## src/rtl/mem_access_pkg.sv

```systemverilog
// Shared state encoding and data helpers for mem_access_master and its bench.
// Width-generic helpers take the active width/depth as an argument.
package mem_access_pkg;

    typedef logic [1:0] state_t;

    localparam state_t StIdle    = 2'd0;
    localparam state_t StIssue   = 2'd1;
    localparam state_t StCapture = 2'd2;
    localparam state_t StResp    = 2'd3;

    // Exchanges the upper and lower width/2 halves of the low 'width' bits of data.
    function automatic logic [63:0] half_swap(input logic [63:0] data, input int unsigned width);
        logic [63:0] mask;
        logic [63:0] low;
        int unsigned h;
        mask = (width >= 64) ? '1 : ((64'd1 << width) - 64'd1);
        h    = width / 2;
        low  = data & mask;
        return ((low >> h) | (low << h)) & mask;
    endfunction

    function automatic logic is_upper(input logic [31:0] addr, input int unsigned depth);
        return addr >= 32'(depth / 2);
    endfunction

endpackage

```

## src/rtl/mem_access_master.sv

```systemverilog
// Host-to-memory request master: one outstanding request, registered strobes, and
// half-swap removal on upper-half reads. Optional counters: MEM_ACCESS_MASTER_STATS_EN.
module mem_access_master
    import mem_access_pkg::*;
#(
    parameter int unsigned WIDTH = 8,
    parameter int unsigned PSIZE = 4,
    parameter int unsigned DEPTH = 2 ** PSIZE
) (
    input  logic             clk,
    input  logic             rst_n,
    input  logic             req_valid,
    output logic             req_ready,
    input  logic             req_we,
    input  logic [PSIZE-1:0] req_addr,
    input  logic [WIDTH-1:0] req_wdata,
    output logic             rsp_valid,
    input  logic             rsp_ready,
    output logic [WIDTH-1:0] rsp_data,
    output logic             mem_wr,
    output logic             mem_rd,
    output logic [PSIZE-1:0] mem_waddr,
    output logic [PSIZE-1:0] mem_raddr,
    output logic [WIDTH-1:0] mem_wdata,
    input  logic [WIDTH-1:0] mem_rdata
`ifdef MEM_ACCESS_MASTER_STATS_EN
    ,
    output logic [15:0]      wr_count,
    output logic [15:0]      rd_count
`endif
);

    state_t             state_q, state_d;
    logic               we_q, we_d;
    logic [PSIZE-1:0]   addr_q, addr_d;
    logic               req_ready_q, req_ready_d;
    logic               rsp_valid_q, rsp_valid_d;
    logic [WIDTH-1:0]   rsp_data_q, rsp_data_d;
    logic               mem_wr_q, mem_wr_d;
    logic               mem_rd_q, mem_rd_d;
    logic [PSIZE-1:0]   mem_waddr_q, mem_waddr_d;
    logic [PSIZE-1:0]   mem_raddr_q, mem_raddr_d;
    logic [WIDTH-1:0]   mem_wdata_q, mem_wdata_d;
    logic [63:0]        swapped;

    always_comb begin
        state_d     = state_q;
        we_d        = we_q;
        addr_d      = addr_q;
        req_ready_d = 1'b0;
        rsp_valid_d = rsp_valid_q;
        rsp_data_d  = rsp_data_q;
        mem_wr_d    = 1'b0;
        mem_rd_d    = 1'b0;
        mem_waddr_d = mem_waddr_q;
        mem_raddr_d = mem_raddr_q;
        mem_wdata_d = mem_wdata_q;
        swapped     = half_swap(64'(mem_rdata), WIDTH);

        case (state_q)
            StIdle: begin
                if (req_valid && req_ready_q) begin
                    we_d    = req_we;
                    addr_d  = req_addr;
                    state_d = StIssue;
                    // Strobes are registered, so they are launched from the handshake itself.
                    if (req_we) begin
                        mem_wr_d    = 1'b1;
                        mem_waddr_d = req_addr;
                        mem_wdata_d = req_wdata;
                    end else begin
                        mem_rd_d    = 1'b1;
                        mem_raddr_d = req_addr;
                    end
                end else begin
                    req_ready_d = 1'b1;
                end
            end
            StIssue: begin
                if (we_q) begin
                    state_d     = StIdle;
                    req_ready_d = 1'b1;
                end else begin
                    state_d = StCapture;
                end
            end
            StCapture: begin
                rsp_data_d  = is_upper(32'(addr_q), DEPTH) ? swapped[WIDTH-1:0] : mem_rdata;
                rsp_valid_d = 1'b1;
                state_d     = StResp;
            end
            StResp: begin
                if (rsp_ready) begin
                    rsp_valid_d = 1'b0;
                    req_ready_d = 1'b1;
                    state_d     = StIdle;
                end
            end
            default: begin
                state_d     = StIdle;
                req_ready_d = 1'b1;
            end
        endcase
    end

    always_ff @(posedge clk) begin
        if (!rst_n) begin
            state_q     <= StIdle;
            we_q        <= 1'b0;
            addr_q      <= '0;
            req_ready_q <= 1'b0;
            rsp_valid_q <= 1'b0;
            rsp_data_q  <= '0;
            mem_wr_q    <= 1'b0;
            mem_rd_q    <= 1'b0;
            mem_waddr_q <= '0;
            mem_raddr_q <= '0;
            mem_wdata_q <= '0;
        end else begin
            state_q     <= state_d;
            we_q        <= we_d;
            addr_q      <= addr_d;
            req_ready_q <= req_ready_d;
            rsp_valid_q <= rsp_valid_d;
            rsp_data_q  <= rsp_data_d;
            mem_wr_q    <= mem_wr_d;
            mem_rd_q    <= mem_rd_d;
            mem_waddr_q <= mem_waddr_d;
            mem_raddr_q <= mem_raddr_d;
            mem_wdata_q <= mem_wdata_d;
        end
    end

    assign req_ready = req_ready_q;
    assign rsp_valid = rsp_valid_q;
    assign rsp_data  = rsp_data_q;
    assign mem_wr    = mem_wr_q;
    assign mem_rd    = mem_rd_q;
    assign mem_waddr = mem_waddr_q;
    assign mem_raddr = mem_raddr_q;
    assign mem_wdata = mem_wdata_q;

`ifdef MEM_ACCESS_MASTER_STATS_EN
    logic [15:0] wr_count_q, wr_count_d;
    logic [15:0] rd_count_q, rd_count_d;

    always_comb begin
        wr_count_d = wr_count_q;
        rd_count_d = rd_count_q;
        if (mem_wr_d && (wr_count_q != 16'hFFFF)) begin
            wr_count_d = wr_count_q + 16'd1;
        end
        if (rsp_valid_q && rsp_ready && (rd_count_q != 16'hFFFF)) begin
            rd_count_d = rd_count_q + 16'd1;
        end
    end

    always_ff @(posedge clk) begin
        if (!rst_n) begin
            wr_count_q <= '0;
            rd_count_q <= '0;
        end else begin
            wr_count_q <= wr_count_d;
            rd_count_q <= rd_count_d;
        end
    end

    assign wr_count = wr_count_q;
    assign rd_count = rd_count_q;
`endif

endmodule

```

## config.mk

```make
export PLATFORM = sky130hd
export DESIGN_NAME = mem_access_master
export DESIGN_NICKNAME = d
export VERILOG_FILES = /design/src/rtl/mem_access_pkg.sv /design/src/rtl/mem_access_master.sv
export SDC_FILE = /design/constraint.sdc
export NUM_CORES = 1
export LEC_CHECK = 0
export ABC_CLOCK_PERIOD_IN_PS = 3390
export CORE_MARGIN = 2
export CORE_UTILIZATION = 45
export DETAILED_ROUTE_END_ITERATION = 7
export GPL_TIMING_DRIVEN = 0
export PLACE_DENSITY = 0.93
export SETUP_SLACK_MARGIN = 0.1
export SYNTH_ARGS = -nofsm -noshare
export SYNTH_HDL_FRONTEND = slang
export SYNTH_SLANG_ARGS = --single-unit
export TNS_END_PERCENT = 20
```

## constraint.sdc

```tcl
create_clock -name clk -period 3.39 [get_ports clk]
set_input_delay 0.678 -clock clk [delete_from_list [all_inputs] [get_ports clk]]
set_output_delay 0.678 -clock clk [all_outputs]
set_load 0.1 [all_outputs]
```

==> results <==
- The flow ran to the end, and the final reports show no timing, DRC or antenna violations.
- Entering global routing, the biggest net connects 11 pins.
- The final antenna-violating net count is 0.
- Wires add up to 2.99 mm.
- TritonCTS built the clock tree.
- The worst min-delay path endpoint is mem_raddr[2]$_SDFFE_PN0P_.
- The net count after synthesis is approximately 160.
- The standard cell with the maximum stage delay on the critical path is sky130_fd_sc_hd__clkdlybuf4s50_1.
- The required arrival time at the worst endpoint is between 2 and 3 ns.
- The fraction of power consumed by sequential logic is between 30% and 40%.
- The maximum vdd drop is between 0.3 and 0.4 mV.
- After clock tree synthesis, the clock-pin slew on the worst setup and hold paths is approximately 0.1 ns.
- The cell sitting at the root of the clock tree is a sky130_fd_sc_hd__clkbuf_4.
- On the worst path, the slowest cell contributes a delay of around 1.1 ns.
- The height of the die is ~58 µm.
- The clock passes through at most 2 buffers.
- The starting density of the core is 47.2%.
- The worst hold slack is between 0.4 and 0.5 ns.
- Per report_power, the combinational group accounts for around 30% of the total.
- Counting both buffers and inverters, the worst setup path holds a total of 1.
- The highest fanout seen on the critical path is 3.
- The number of instances in the synthesized netlist is roughly 130.
- The final critical delay including setup and external delays is about 2.5 ns.
- The number of antenna violations at the first check in global routing is 0.
- The post-CTS setup repair buffer count is 0.
- In this run, post-CTS hold repair placed 0 buffers.
- Setup violations remaining at the end of the flow were counted as 0.
- For this block, the via count after detailed routing is between 1000 and 1500.
- Routability-driven placement finished with a final weighted congestion of around 0.78.
- Adding up every negative setup slack in the final design gives 0 ns.
- Global routing used about a fifth of the available tracks across all layers.
- The Yosys step of the flow raised 0 warnings.
- The tool flagged a number of max-cap violations equal to 0.
- The antenna diode count is 0.
- In this run the tightest slew margin relative to its limit is about a third.
- The later pin in the worst-skew pair is clocked with a latency of between 0.3 and 0.4 ns.
- The first global-routing pass estimated approximately 5.0 mm of wire.
- The growth of design area from synthesis to finish is 50.0%.
- After global routing the overflow that remains totals 0.
- The number of cells on the worst reg-to-reg path is 4.
- The analysis attributes to cell leakage a power of just under 0.0008 µW.
- The pre-antenna-repair detailed-routing pass consisted of 4 iterations.
- The switching part of the total power is 33.9%.
- After detailed routing, the average wire length per cell comes to roughly 13 µm.
- Cell internal power was estimated by the tool at just under 700 µW.
- The worst setup path is launched from a flop.
- The arrival time of data at the critical path endpoint is approximately 1.8 ns.
- In this run the power spent charging and discharging nets is between 300 and 400 µW.
- The total power after layout is 1050 µW.
- Traced cell by cell, the critical path runs through clkdlybuf4s50_1.
- The worst setup path is of the reg -> out kind.
- The maximum level of the CTS H-tree is 2.
- The clock skew after layout is slightly above 0.007 ns.
- The half-perimeter wire length after placement is 2.32 mm.
- The routed via count divided by cell count is about 5.
- The final critical path takes up 74.0% of the cycle.
- After floorplanning, the core was divided into 19 placement rows.
- The number of global-route vias before repair is between 1000 and 1500.
- The share of the Yosys chip area taken by registers is about half.
- The final number of hold-violating endpoints is 0.
- The cell family contributing the most delay on the critical path is buffers and inverters.
- Counting flops and latches in the post-synthesis netlist gives 32.
- The core utilization of the finished layout is roughly 70%.
- The worst register-to-register path ends at mem_raddr[1]$_SDFFE_PN0P_.
- The fraction of final layout cells with drive strength greater than 1 is between 7 and 8%.
- The startpoint identified for the worst register-to-register timing path is state_q[0]$_SDFFE_PN0P_.
- In this run the most critical hold path is launched from mem_raddr[2]$_SDFFE_PN0P_.
- At the end of the flow, the number of nets in the layout was about 220.
- The setup slack of the most critical reg-to-reg path is 2.12 ns.
- The die is roughly 58 µm wide.
- For this design the ratio of total power to cell area is 542 mW/mm².
- The overall die area is ~0.0033 mm².
- During placement, the flow inserted port buffers numbering 51.
- The synthesized netlist contains 23 unique library cells.
- The fmax is approximately 400 MHz.
- The min-delay analysis places its worst path in the category reg -> reg.
- The startpoint of the most critical setup path is req_ready$_SDFF_PN0_.
- Once the clock tree was built, the resizer swapped 0 gates to a different size.
- The clock network power share is a little under a third.
- After detailed routing, the number of remaining DRC violations is 0.
- The number of buffers inserted during clock tree synthesis is 5.
- The combined area of all synthesized cells is about 0.0013 mm².
- A synthesized cell averages ~9.6 µm².
- Setup repair after global routing left no endpoint under its margin.
- The max-slew violation count is 0.
- For this design the top-level I/O count stands at 53.
- At the pin with the least slew margin, the transition time is ~0.99 ns.
- Leaving out fill and tap cells, the most frequent cells in the layout are 51 x sky130_fd_sc_hd__clkdlybuf4s50_1, 32 x sky130_fd_sc_hd__dfxtp_1, 30 x sky130_fd_sc_hd__nand2_1, 25 x sky130_fd_sc_hd__mux2i_1, 13 x sky130_fd_sc_hd__nor2_1.
- Along the worst hold path, the cell count comes to 2.
- The initial detailed-routing violation count is 27.
- The core area is about 0.0027 mm².
- Leaving out fill and tap cells, the most frequent cell in the layout is sky130_fd_sc_hd__clkdlybuf4s50_1.
- The count of clock tree sinks is 32.
- The kind of capture point of the worst setup path is an output port.
-- how the worst max path moves through the flow --
| stage | to | slack [ns] | cells past startpoint |
|---|---|---|---|
| after CTS | req_ready | 0.86 | 1 |
| after floorplan | mem_raddr[0]$_SDFFE_PN0P_ | 1.56 | 4 |
| final | req_ready | 0.88 | 1 |
| after global routing | mem_waddr[1] | 0.81 | 1 |
| after detailed placement | req_ready | 1.23 | 1 |
| after global placement | req_ready | 1.25 | 1 |
-- power groups by stage --
stage	Combinational [µW]	Clock, µW	Sequential, µW
after floorplan	73.9	0	574
after global placement	304	0	423
after detailed placement	310	0	425
after CTS	311	330	416
after global routing	323	349	420
final	310	323	416
-- routing by layer --
metal,track usage [%],part of all wire [%],wire length [µm]
met4,8.64,1.9,57
met2,33.4,49,1470
met1,22.2,41,1240
met5,0,0,0
met3,7.03,7.4,221
-- synth_stat cells (all sizes together) --
cell type | instances | area share, %
a211oi | 8 | 4.7
a21boi | 1 | 0.58
a21oi | 2 | 0.78
and2 | 1 | 0.49
and2b | 1 | 0.58
and4bb | 1 | 1.3
buf | 5 | 3.3
clkbuf | 5 | 1.5
dfxtp | 32 | 50
inv | 1 | 0.29
mux2i | 25 | 19
nand2 | 31 | 9.6
nand2b | 1 | 0.49
nand4 | 1 | 0.49
nor2 | 13 | 3.8
nor2b | 1 | 0.49
o21a | 2 | 1.2
o21ai | 1 | 0.39
o31ai | 1 | 0.58
or2b | 1 | 0.58
-- flip-flops by register name, summed over array words and instances, names as in the netlist, named ones only --
name       flops
state_q        1
mem_waddr      4
mem_wr         1
we_q           1
mem_rd         1
req_ready      1
mem_raddr      4
mem_wdata      8
rsp_valid      1
addr_q         1
rsp_data       8
-- cells by family (layout without fill, tap and decap cells) --
kind of cell / Yosys count / in the layout / synth area share (%)
and+or+nand+nor: 51 / 51 / 17.8
buffers and inverters: 11 / 70 / 5.04
muxes: 25 / 25 / 19.4
DFF: 32 / 32 / 49.7
AOI/OAI and AO/OA: 15 / 15 / 8.15
-- layout make-up --
class | count | area [µm²]
fill | 204 | 800
sequential | 32 | 641
multi-input combinational | 91 | 584
timing repair buffer | 51 | 510
clock buffer | 7 | 65.1
buffer | 10 | 61.3
tap | 31 | 38.8
clock inverter | 1 | 30.0
inverter | 1 | 3.75
-- metrics by stage --
step	instances	cell area [µm²]	worst slack (ns)
CTS	224	1930	0.861
global placement	216	1840	1.25
finish	224	1930	0.880
global route	224	1930	0.814
detailed placement	216	1840	1.23
floorplan	134	1290	1.56
(Power assumes the default switching activity.)
